<file path="config.mk">
export PLATFORM = sky130hd
export DESIGN_NAME = a23_mem_dma
export DESIGN_NICKNAME = d
export VERILOG_FILES = /design/src/rtl/a23_mem_pkg.sv /design/src/rtl/a23_mem_addr_step.sv /design/src/rtl/a23_mem_dma.sv
export SDC_FILE = /design/constraint.sdc
export NUM_CORES = 1
export LEC_CHECK = 0
export BUFFER_PORTS_ARGS = -buffer_cell sky130_fd_sc_hd__buf_2
export CAP_MARGIN = 40
export CORE_MARGIN = 2
export CORE_UTILIZATION = 55
export DETAILED_ROUTE_END_ITERATION = 8
export GPL_TIMING_DRIVEN = 1
export PLACE_DENSITY = 0.79
export SLEW_MARGIN = 30
export SYNTH_ARGS = -nofsm -noshare
export SYNTH_HDL_FRONTEND = slang
export SYNTH_SLANG_ARGS = --single-unit
export TNS_END_PERCENT = 100
</file>
<file path="constraint.sdc">
create_clock -name i_clk -period 5.36 [get_ports i_clk]
set_input_delay 0.804 -clock i_clk [delete_from_list [all_inputs] [get_ports i_clk]]
set_output_delay 0.804 -clock i_clk [all_outputs]
set_load 0.005 [all_outputs]
</file>
<file path="src/rtl/a23_mem_pkg.sv">
// Shared definitions for the a23 memory-map DMA engine: region codes,
// operation modes, FSM states and the region write-permission rule.
package a23_mem_pkg;

  localparam logic [7:0] REG_CODE  = 8'h00;
  localparam logic [7:0] REG_G     = 8'h01;
  localparam logic [7:0] REG_E     = 8'h02;
  localparam logic [7:0] REG_OUT   = 8'h03;
  localparam logic [7:0] REG_STACK = 8'h04;

  typedef enum logic [1:0] {
    MODE_COPY = 2'b00,
    MODE_FILL = 2'b01,
    MODE_SUM  = 2'b10,
    MODE_RSVD = 2'b11
  } mode_e;

  typedef enum logic [1:0] {
    ST_IDLE = 2'd0,
    ST_RD   = 2'd1,
    ST_WR   = 2'd2,
    ST_DONE = 2'd3
  } state_e;

  // Garbler/Evaluator inputs are read-only; unmapped regions drop writes.
  function automatic logic region_writable(input logic [7:0] region);
    case (region)
      REG_CODE, REG_OUT, REG_STACK: return 1'b1;
      default:                      return 1'b0;
    endcase
  endfunction

endpackage

</file>
<file path="src/rtl/a23_mem_addr_step.sv">
// Word-address stepper: advances source and destination by one word inside
// their region (region byte held, offset wraps) and vets the destination region.
module a23_mem_addr_step
  import a23_mem_pkg::*;
(
  input  logic [31:0] i_src,
  input  logic [31:0] i_dst,
  output logic [31:0] o_src_next,
  output logic [31:0] o_dst_next,
  output logic        o_dst_writable
);

  logic unused_low_bits;
  assign unused_low_bits = ^{i_src[1:0], i_dst[1:0]};

  assign o_src_next     = {i_src[31:24], i_src[23:2] + 22'd1, 2'b00};
  assign o_dst_next     = {i_dst[31:24], i_dst[23:2] + 22'd1, 2'b00};
  assign o_dst_writable = region_writable(i_dst[31:24]);

endmodule

</file>
<file path="src/rtl/a23_mem_dma.sv">
// a23 memory-map DMA engine: copy, fill and checksum over word blocks,
// driving the core's single-port bus only while busy.
module a23_mem_dma
  import a23_mem_pkg::*;
#(
  parameter int LEN_W = 16
) (
  input  logic             i_clk,
  input  logic             i_rst,
  input  logic             i_start,
  input  logic [1:0]       i_mode,
  input  logic [31:0]      i_src_addr,
  input  logic [31:0]      i_dst_addr,
  input  logic [LEN_W-1:0] i_len,
  input  logic [31:0]      i_fill_data,
  output logic             o_busy,
  output logic             o_done,
  output logic             o_err,
  output logic [31:0]      o_sum,
  output logic [31:0]      o_m_address,
  output logic [31:0]      o_m_write,
  output logic             o_m_write_en,
  output logic [3:0]       o_m_byte_enable,
  input  logic [31:0]      i_m_read
);

  state_e           state_q, state_d;
  mode_e            mode_q, mode_d;
  logic [31:0]      src_q, src_d;
  logic [31:0]      dst_q, dst_d;
  logic [31:0]      data_q, data_d;
  logic [31:0]      sum_q, sum_d;
  logic [LEN_W-1:0] count_q, count_d;
  logic             err_q, err_d;

  logic [31:0] src_next_s, dst_next_s, step_dst_s;
  logic        dst_writable_s, last_word_s;
  logic        unused_src_low;

  assign unused_src_low = ^i_src_addr[1:0];

  // While idle the stepper looks at the requested destination so its region can be vetted.
  assign step_dst_s  = (state_q == ST_IDLE) ? i_dst_addr : dst_q;
  assign last_word_s = (count_q == LEN_W'(1));

  a23_mem_addr_step u_step (
    .i_src          (src_q),
    .i_dst          (step_dst_s),
    .o_src_next     (src_next_s),
    .o_dst_next     (dst_next_s),
    .o_dst_writable (dst_writable_s)
  );

  always_comb begin
    state_d = state_q;
    mode_d  = mode_q;
    src_d   = src_q;
    dst_d   = dst_q;
    data_d  = data_q;
    sum_d   = sum_q;
    count_d = count_q;
    err_d   = err_q;
    case (state_q)
      ST_IDLE: begin
        if (i_start) begin
          mode_d  = mode_e'(i_mode);
          src_d   = {i_src_addr[31:2], 2'b00};
          dst_d   = {i_dst_addr[31:2], 2'b00};
          count_d = i_len;
          data_d  = i_fill_data;
          sum_d   = 32'h0;
          err_d   = 1'b0;
          if (i_mode == MODE_RSVD) begin
            err_d   = 1'b1;
            state_d = ST_DONE;
          end else if ((i_mode != MODE_SUM) && !dst_writable_s) begin
            err_d   = 1'b1;
            state_d = ST_DONE;
          end else if (i_len == '0) begin
            state_d = ST_DONE;
          end else if (i_mode == MODE_FILL) begin
            state_d = ST_WR;
          end else begin
            state_d = ST_RD;
          end
        end else begin
          state_d = ST_IDLE;
        end
      end
      ST_RD: begin
        if (mode_q == MODE_SUM) begin
          sum_d   = sum_q + i_m_read;
          src_d   = src_next_s;
          count_d = count_q - LEN_W'(1);
          state_d = last_word_s ? ST_DONE : ST_RD;
        end else begin
          data_d  = i_m_read;
          state_d = ST_WR;
        end
      end
      ST_WR: begin
        dst_d   = dst_next_s;
        count_d = count_q - LEN_W'(1);
        if (mode_q == MODE_COPY) begin
          src_d = src_next_s;
        end else begin
          src_d = src_q;
        end
        if (last_word_s) begin
          state_d = ST_DONE;
        end else if (mode_q == MODE_FILL) begin
          state_d = ST_WR;
        end else begin
          state_d = ST_RD;
        end
      end
      ST_DONE: state_d = ST_IDLE;
      default: state_d = ST_IDLE;
    endcase
  end

  always_ff @(posedge i_clk or posedge i_rst) begin
    if (i_rst) begin
      state_q <= ST_IDLE;
      mode_q  <= MODE_COPY;
      src_q   <= 32'h0;
      dst_q   <= 32'h0;
      data_q  <= 32'h0;
      sum_q   <= 32'h0;
      count_q <= '0;
      err_q   <= 1'b0;
    end else begin
      state_q <= state_d;
      mode_q  <= mode_d;
      src_q   <= src_d;
      dst_q   <= dst_d;
      data_q  <= data_d;
      sum_q   <= sum_d;
      count_q <= count_d;
      err_q   <= err_d;
    end
  end

  // Bus drive is decoded from state only, so a reset releases the bus at once.
  always_comb begin
    o_m_address     = 32'h0;
    o_m_write       = 32'h0;
    o_m_write_en    = 1'b0;
    o_m_byte_enable = 4'h0;
    case (state_q)
      ST_RD: o_m_address = src_q;
      ST_WR: begin
        o_m_address     = dst_q;
        o_m_write       = data_q;
        o_m_write_en    = 1'b1;
        o_m_byte_enable = 4'hF;
      end
      default: o_m_address = 32'h0;
    endcase
  end

  assign o_busy = (state_q != ST_IDLE);
  assign o_done = (state_q == ST_DONE);
  assign o_err  = err_q;
  assign o_sum  = sum_q;

endmodule

</file>
# --- Word level (Yosys, flattened, before mapping) ---
# Index checks and enable logic that the tools add are counted.
op_classes:
  n_bitwise: 2
  n_eq_ne: 15
  reduce_logical: 18
  addsub: 4
  mux: 33
ops:
  columns: ["op", "n"]
  rows:
  - ["$mux W32", 8]
  - ["$pmux W32 S2", 4]
  - ["$pmux W32 S3", 1]
  - ["$mux W24", 2]
  - ["$pmux W16 S3", 1]
  - ["$add A22 B1 Y22 const B", 2]
  - ["$add A32 B32 Y32", 1]
  - ["$mux W16", 2]
  - ["$mux W2", 9]
  - ["$eq A16 B1 Y1 const B", 1]
  - ["$logic_not A16 Y1", 1]
  - ["$sub A16 B1 Y16 const B", 1]
  - ["$ne A2 B2 Y1 const B", 5]
  - ["$reduce_and A3 Y1", 3]
  - ["$eq A2 B2 Y1 const B", 4]
  - ["$eq A8 B2 Y1 const B", 1]
  - ["$eq A8 B3 Y1 const B", 1]
  - ["$logic_not A8 Y1", 1]
  - ["$pmux W2 S4", 1]
  - ["$reduce_and A4 Y1", 2]
  - ["$eq A2 B1 Y1 const B", 3]
  - ["$reduce_bool A2 Y1", 3]
  - ["$logic_not A2 Y1", 2]
  - ["$mux W1", 4]
  - ["other kinds (7)", 9]
word_totals:
  in_bits: 149
  regBits: 149
  word_cells: 81

# --- Depth between registers and ports, before layout ---
# Gate-level depths: netlist of the first run.
logic_depth:
  ltp_word: 11
  ltp_mapped: 17
  ltp_nobuf: 13

# --- By module ---
# A second synthesis of the first run with hierarchy kept.
unflattened:
  hier_cells: 1190
  hier_area_um2: 10465.0
modules_own_cells:
  columns: ["mod", "area_each_um2", "seq_area_each_um2", "instances", "cells_per_inst"]
  rows:
  - ["a23_mem_dma", 9497.9, 3728.6, 1, 1048]
  - ["a23_mem_addr_step", 967.2, 0.0, 1, 142]

# --- Least setup slack after synthesis of the first run ---
# Ideal clock, no wire load.
synth_timing:
  path_kind: "reg-to-reg"
  startpoint: "register state_q[0]"
  endpoint: "register dst_q[20]"
  arrival_time_ps: 3405
  path_stages_with_launch: 16
  path_buffers: 5
  path_slack_ps: 1820
  required_time_ps: 5226
  synth_period_minus_slack_ps: 3540
  path_cell_list: "dfrtp_1 > inv_1 > ha_1 > buf_2 > buf_2 > buf_2 > buf_1 > clkbuf_1 > mux2_2 > ha_1 > nor2b_1 > and3_1 > nand2_1 > or2_2 > a2111oi_0 > nor3_1"
synth_between:
  elab_chain_cells: 4
  elab_cells_between_ends: 8
  cone_classes: "add/sub (1); eq/ne (2); mux (2); reduce/logical (3)"
synth_lines:
  columns: ["element", "line_no", "text"]
  rows:
  - ["start: declaration", "a23_mem_dma.sv:27", "state_e state_q, state_d;"]
  - ["start signal: assignment", "a23_mem_dma.sv:133", "state_q <= state_d;"]
  - ["$logic_not A2 Y1", "a23_mem_dma.sv:43, a23_mem_dma.sv:63", null]
  - ["$mux W32", "a23_mem_dma.sv:43", "assign step_dst_s = (state_q == ST_IDLE) ? i_dst_addr : dst_q;"]
  - ["$add A22 B1 Y22", "a23_mem_addr_step.sv:17", "assign o_dst_next = {i_dst[31:24], i_dst[23:2] + 22'd1, 2'b00};"]
  - ["$pmux W32 S2", "a23_mem_dma.sv:63", "case (state_q)"]
  - ["end signal: assignment", "a23_mem_dma.sv:136", "dst_q <= dst_d;"]
  - ["end: declaration", "a23_mem_dma.sv:30", "logic [31:0] dst_q, dst_d;"]
# Parallel ways exist; a longest one is shown, timed or not.
# A chain may end at the register's enable or synchronous reset.

# --- Final worst setup path of the first run ---
layout_timing:
  startpoint: "register state_q[0]"
  endpoint: "output port o_m_address[5]"
layout_between:
  elab_chain_cells: 2
  elab_cells_between_ends: 3
  cone_classes: "eq/ne (2); mux (1)"
layout_lines:
  columns: ["element", "line_no", "text"]
  rows:
  - ["$eq A2 B2 Y1 or $eq A2 B1 Y1 (tied branches)", "a23_mem_dma.sv:150", "case (state_q)"]
  - ["$pmux W32 S2 *", "a23_mem_dma.sv:150", null]
  - ["end: declaration", "a23_mem_dma.sv:20", "output logic [31:0] o_m_address,"]
# Mark *: on every way between the ends. The rest lies on a longest branch, timed or not.

==> impl_metrics.tcl, run 1 <==
set metrics [dict create \
    result_of_the_run "finished, final reports clean" \
    core_area_sq_um 18000 \
    grt_max_degree 67 \
    drt-wirelength-per-cell_um 17.7 \
    worst_clock_skew_ns 0.00832 \
    numCtsBuffers 17 \
    dp.final_hpwl_um 20900 \
    clock_insertion_delay_worst_skew_ns 0.42 \
    number_of_port_buffers 246 \
    grt.total_usage 0.297 \
    ys_types 75 \
    final_common_cell "buf_2" \
    synth_top_area_share 0.358 \
    die_height_um 140 \
    fin_cells 1658 \
    gp_congestion 0.923 \
    critical_path.max_fanout 59 \
    fmax_mhz 284 \
    wl_met2_um 14300 \
    detail-route-antenna-nets 0 \
    route.layer.met1.wl_um 12400 \
    synth_edf_count 0 \
    rows 49 \
    cellLeakagePower_nw 5.68 \
    combinationalPowerShare 0.571 \
    grt_setup_unrepaired "no" \
    initial_utilization 0.562 \
    hold_path.class "input pin to async pin" \
    commonest_cells_after_routing_fill_and_taps_aside "buf_2, dfrtp_1, a21oi_1" \
    post-route-period-util 0.656 \
    netlist_area_sq_um 10100 \
    setup_total_negative_slack_ns 0 \
    switching_power_mw 3.61 \
    crit_type "flop to output port" \
    dr_wl_met3_um 2110 \
    power.ir.vdd_worst_mv 0.404 \
    depth_of_the_worst_register_to_register_path 13 \
    net_switching_share_of_the_total_power 0.469 \
    min_period_ns 3.52 \
    floorplan.die_area_sq_um 19500 \
    tightestPinTransition_ns 0.762 \
    area_delta_synth_final_pct 19.1 \
    antenna_found_initial 2 \
    clk_root_buffer_cell "clkbuf_16" \
    drive_above_1_share 0.231 \
    synth_top_cells_by_area "dfrtp_1, a21oi_1, mux2i_1" \
    tritoncts_sink_count 145 \
    finalNetCount 1603 \
    length_of_the_first_detailed_routing_pass_in_iterations 5 \
    netlist.top_cell.by_area "dfrtp_1" \
    endpoint_required_time_on_the_critical_path_ns 4.56 \
    postSynth.topFlopCell "dfrtp_1" \
    cts-hold-fix-buffers 0 \
    fin_ws_ns 1.84 \
    slew_violations 0 \
    seq_power_share 0.283 \
    p_per_area_nw_per_um2 639 \
    regToRegSetupSlack_ns 1.92 \
    cts_tree "built" \
    regToRegStartpoint "state_q[0]" \
    ys_seq_elements 145 \
    drtIter0Drc 868 \
    endpoint_kind "output port" \
    postCtsSetupBuffers 0 \
    boundaryPins 253 \
    cp-start-kind "flop" \
    via_per_inst 6.11 \
    max-cap-violations 0 \
    seq_area_frac_synth 0.358 \
    vias_in_the_first_global_route 9527 \
    place.detailed.instances 1622 \
    grt_pass1_wl_um 47700 \
    async_flop_share 1.00 \
    dr_total_vias 10100 \
    clock_power_share 0.146 \
    synth_area_per_cell_sq_um 8.33 \
    finalHoldViolCount 0 \
    syn_inst 1215 \
    place_ws_ns 1.69 \
    timing.max_slew.rel_slack 0.492 \
    clk_path_buf_depth 2 \
    internal_mw 4.09 \
    drcViolationCount 0 \
    worst_setup_hold_path_clk_slew_ns 0.06 \
    final-setup-viol-count 0 \
    timing.rr.end "dst_q[22]" \
    h-tree-depth 4 \
    global_route.overflow_total 0 \
    postRouteWirelength_um 29400 \
    synth_warnings 0 \
    chipWidth_um 140 \
    critPathArrivalTime_ns 2.71 \
    gates_resized_cts_repair 0 \
    highest_layer "met4" \
    n_fill_cell 1509 \
]
==> final cells by class <==
type	count	area (sq um)	area share
antenna	3	7.51	0.000623
clock buffer	19	433	0.0359
clock inverter	13	113	0.00934
inverter	29	114	0.00945
multi-input combinational	957	6070	0.504
sequential	145	3630	0.301
tap	229	287	0.0238
timing repair buffer	263	1400	0.116
==> how the worst max path moves through the flow <==
stage,start,to,slack [ns],depth (start not counted)
after detailed placement,i_m_read[0],o_sum[28],1.69,14
after global routing,state_q[0],dst_q[22],1.58,13
final,state_q[0],o_m_address[5],1.84,5
after CTS,state_q[0],o_m_address[3],1.87,5
after floorplan,i_rst,count_q[0],0.66,1
after global placement,i_m_read[0],o_sum[28],1.70,14
==> state kept, by name, summed over array words and instances (netlist names) <==
name	cells
data_q	32
o_sum	32
dst_q	30
src_q	30
count_q	16
mode_q	2
state_q	2
o_err	1
==> through the flow <==
step                      hold slack, ns  utilization  instance area, sq um  total power, mW
after floorplan                    0.459            -                 10100             5.27
after global placement             0.469        0.634                 11400             6.32
after detailed placement           0.478        0.638                 11500             6.51
after CTS                          0.377        0.668                 12000             7.66
after global routing               0.385        0.669                 12100             8.34
final                              0.372        0.669                 12100             7.70
==> worst max-delay path, cell delays in order (launching register included) <==
cell and delay (ns):
dfrtp_1 0.41, inv_1 0.11, ha_2 0.84, buf_4 0.59
nor2b_1 0.20, buf_2 0.12
==> Yosys cell counts, types with 5 or more instances <==
cell / instances
a21o_1: 17
a21oi_1: 137
a22o_1: 25
a22oi_1: 31
a31oi_1: 11
and2_1: 36
and3_1: 13
buf_1: 7
buf_2: 8
buf_4: 6
clkbuf_1: 64
dfrtp_1: 145
ha_1: 40
inv_1: 29
mux2_2: 10
mux2i_1: 52
nand2_1: 129
nand2b_1: 8
nand3_1: 42
nand3b_1: 5
nand4_1: 14
nor2_1: 91
nor2b_1: 37
nor3_1: 17
nor4_1: 10
o211ai_1: 10
o21ai_0: 73
o22ai_1: 27
o311ai_0: 7
o31ai_1: 6
or3_1: 8
xnor2_1: 19
xor2_1: 12
==> cells by family after synthesis <==
logic type | synth area share
DFF | 0.358
AOI/OAI and AO/OA | 0.248
and+or+nand+nor | 0.205
xor gates and xnor gates | 0.0268
muxes | 0.0636
buffers and inverters | 0.0455
adders and majority gates | 0.0524
other | 0.000370
==> power by group through the flow <==
| stage | clock (mW) | sequential (mW) | combinational, mW |
|---|---|---|---|
| after floorplan | 0 | 2.02 | 3.25 |
| after global placement | 0 | 2.15 | 4.17 |
| after detailed placement | 0 | 2.18 | 4.33 |
| after CTS | 1.14 | 2.17 | 4.36 |
| after global routing | 1.19 | 2.25 | 4.90 |
| final | 1.12 | 2.18 | 4.40 |
==> metal layers <==
layer,vias to the layer above,track usage
met5,-,0
met2,460,0.496
met1,4820,0.395
met3,45,0.0575
met4,0,0.0826
li1,4809,-
(Power assumes the default switching activity.)
==> inputs of run 2 (changes only) <==
--- a/config.mk
+++ b/config.mk
@@ -5,13 +5,14 @@
 export SDC_FILE = /design/constraint.sdc
 export NUM_CORES = 1
 export LEC_CHECK = 0
+export ABC_AREA = 1
 export BUFFER_PORTS_ARGS = -buffer_cell sky130_fd_sc_hd__buf_2
 export CAP_MARGIN = 40
 export CORE_MARGIN = 2
 export CORE_UTILIZATION = 55
 export DETAILED_ROUTE_END_ITERATION = 8
 export GPL_TIMING_DRIVEN = 1
-export PLACE_DENSITY = 0.79
+export PLACE_DENSITY = 0.78
 export SLEW_MARGIN = 30
 export SYNTH_ARGS = -nofsm -noshare
 export SYNTH_HDL_FRONTEND = slang
==> constraint.sdc (replaced) <==
create_clock -name i_clk -period 3.4 [get_ports i_clk]
set_input_delay 0.51 -clock i_clk [delete_from_list [all_inputs] [get_ports i_clk]]
set_output_delay 0.51 -clock i_clk [all_outputs]
set_load 0.005 [all_outputs]
==> impl_metrics.tcl, run 2 <==
set metrics [dict create \
    result_of_the_run "finished, final reports clean" \
    drcViolationCount 0 \
    ys_types 50 \
    antenna_found_initial 1 \
    critPathLaunch "state_q[1]" \
    dr_total_vias 12800 \
    fin_cells 2421 \
    area_delta_synth_final_pct 17.6 \
    netlist_area_sq_um 11700 \
    min_period_ns 2.98 \
    finalPower_mw 12.8 \
    regToRegStartpoint "state_q[0]" \
    synth_warnings 0 \
    postRouteWirelength_um 37400 \
    clk_root_buffer_cell "clkbuf_16" \
    core_area_sq_um 21000 \
    global_route.overflow_total 0 \
    dp.final_hpwl_um 28100 \
    grt_max_degree 80 \
    synth_top_area_share 0.310 \
    tightestPinTransition_ns 0.762 \
    clk_path_buf_depth 2 \
    finalNetCount 2322 \
    most_used_routing_layer "met2" \
    slowest_stage "buf_4" \
    async_flop_share 1.00 \
    crit_type "flop to output port" \
    detailed_place.area_sq_um 13100 \
    postCtsSetupBuffers 0 \
    fmax_mhz 336 \
    synth_top_cells_by_area "dfrtp_1, nand2_1, inv_1" \
    cp-start-kind "flop" \
    syn_inst 1920 \
    gates_resized_cts_repair 0 \
    power.ir.vdd_worst_mv 0.478 \
    synth_edf_count 0 \
    n_fill_cell 2004 \
    grt_setup_unrepaired "no" \
    postSynth.topFlopCell "dfrtp_1" \
    grtUsageMet1 0.429 \
    vias_in_the_first_global_route 11900 \
    slew_violations 0 \
    cellLeakagePower_nw 7.87 \
    final-setup-viol-count 0 \
    netlist.top_cell.by_area "dfrtp_1" \
    p_per_area_nw_per_um2 932 \
    hold_path.class "input pin to async pin" \
    commonest_cells_after_routing_fill_and_taps_aside "nand2_1, inv_1, buf_2" \
    cts_tree "built" \
    globalRouteMet3Util 0.0457 \
    timing.max_slew.rel_slack 0.492 \
    post-route-period-util 0.877 \
    final_common_cell "nand2_1" \
    boundaryPins 253 \
    critical_path.max_fanout 64 \
    worst_clock_skew_ns 0.0121 \
    floorplan.die_area_sq_um 22500 \
    ys_seq_elements 145 \
    crit_chain "inv_1 > ha_2 > buf_4 > nand2_1 > a21oi_1 > buf_2" \
    endpoint_required_time_on_the_critical_path_ns 2.89 \
    finalHoldViolCount 0 \
    critical-path-top-delay-family "buffers and inverters" \
    drt-wirelength-per-cell_um 15.4 \
    seq_area_frac_synth 0.310 \
    synthMostInstantiatedCell "nand2_1" \
    numCtsBuffers 17 \
    gp_congestion 0.956 \
    rows 53 \
    cts-hold-fix-buffers 0 \
    grt_pass1_wl_um 59000 \
    number_of_port_buffers 246 \
    worst_setup_hold_path_clk_slew_ns 0.06 \
    synth_area_per_cell_sq_um 6.09 \
    worstPathBufferInverterCount 3 \
    chipWidth_um 150 \
    endpoint_kind "output port" \
    length_of_the_first_detailed_routing_pass_in_iterations 6 \
    detail-route-antenna-nets 0 \
    drive_above_1_share 0.161 \
    layout.cell_area.non_filler_sq_um 13800 \
    synth.top_cells.by_count "nand2_1, inv_1, nor2_1, dfrtp_1, a21oi_1" \
    setup_total_negative_slack_ns 0 \
    cpPeakStageDelay_ns 0.62 \
    critPathArrivalTime_ns 2.47 \
    h-tree-depth 4 \
    grt.total_usage 0.332 \
    place.detailed.instances 2388 \
    clock_insertion_delay_worst_skew_ns 0.44 \
    tritoncts_sink_count 145 \
    grt_util_met2 0.570 \
    initial_utilization 0.558 \
    drtIter0Drc 881 \
    finalCoreUtilization 0.657 \
    max-cap-violations 0 \
    die_height_um 150 \
    via_per_inst 5.31 \
]
==> run 2: power breakdown <==
group / switching (mW) / total [mW] / leakage, nW / internal [mW]
Combinational: 4.84 / 7.32 / 5.79 / 2.48
Sequential: 0.716 / 3.28 / 1.76 / 2.56
Clock: 0.824 / 2.22 / 0.324 / 1.40
Total: 6.38 / 12.8 / 7.87 / 6.45
==> run 2: cell type report <==
type	instances	area, sq um	area share
diodes	2	5.00	0.000364
clock buffers	19	443	0.0322
clock inverters	12	228	0.0166
inverters	278	1050	0.0761
multi-input cells	1424	6660	0.484
flip-flops and latches	145	3630	0.264
well taps	275	344	0.0250
repair buffers	266	1410	0.102
==> run 2: metrics by stage <==
stage                     worst slack, ns  hold slack [ns]
after floorplan                      1.07            0.465
after CTS                           0.498            0.132
final                               0.420            0.117
after detailed placement            0.667            0.476
after global routing                0.339            0.155
after global placement              0.698            0.478
==> run 2: cell families after synthesis <==
kind of cell,count (synthesis),synth area share
mux,8,0.00770
fa+ha+maj,41,0.0445
flops,145,0.310
buf+inv,352,0.123
other cells,1,0.000321
simple gates,1079,0.371
xor+xnor,12,0.00898
compound gates,282,0.135
==> run 2: worst paths after layout <==
kind                                    to  slack, ns  cells past startpoint
max in group asynchronous         src_q[8]       2.46                      3
hold reg to reg                      o_err       0.50                      2
min in group i_clk               src_q[31]       0.30                      2
setup / recovery           o_m_address[31]       0.42                      6
setup reg to reg                 dst_q[23]       0.59                     15
hold / removal                   dst_q[20]       0.12                      2
==> run 2: worst reg2reg max path: stages, from the launching register on <==
cell     delay [ns]
dfrtp_1        0.40
inv_1          0.16
ha_2           0.37
buf_4          0.29
buf_4          0.29
nand2_1        0.10
nand2_2        0.11
nand2_1        0.11
nor2_4         0.21
nand2_1        0.15
inv_2          0.11
nand3_1        0.12
nand2_1        0.10
nand3_1        0.07
nand2_1        0.07
nand2_1        0.05
==> run 2: routing by layer <==
| metal | routed length, um | part of all wire |
|---|---|---|
| met1 | 15800 | 0.42 |
| met2 | 18200 | 0.49 |
| met3 | 2360 | 0.063 |
| met4 | 1040 | 0.028 |
| met5 | 0 | 0 |
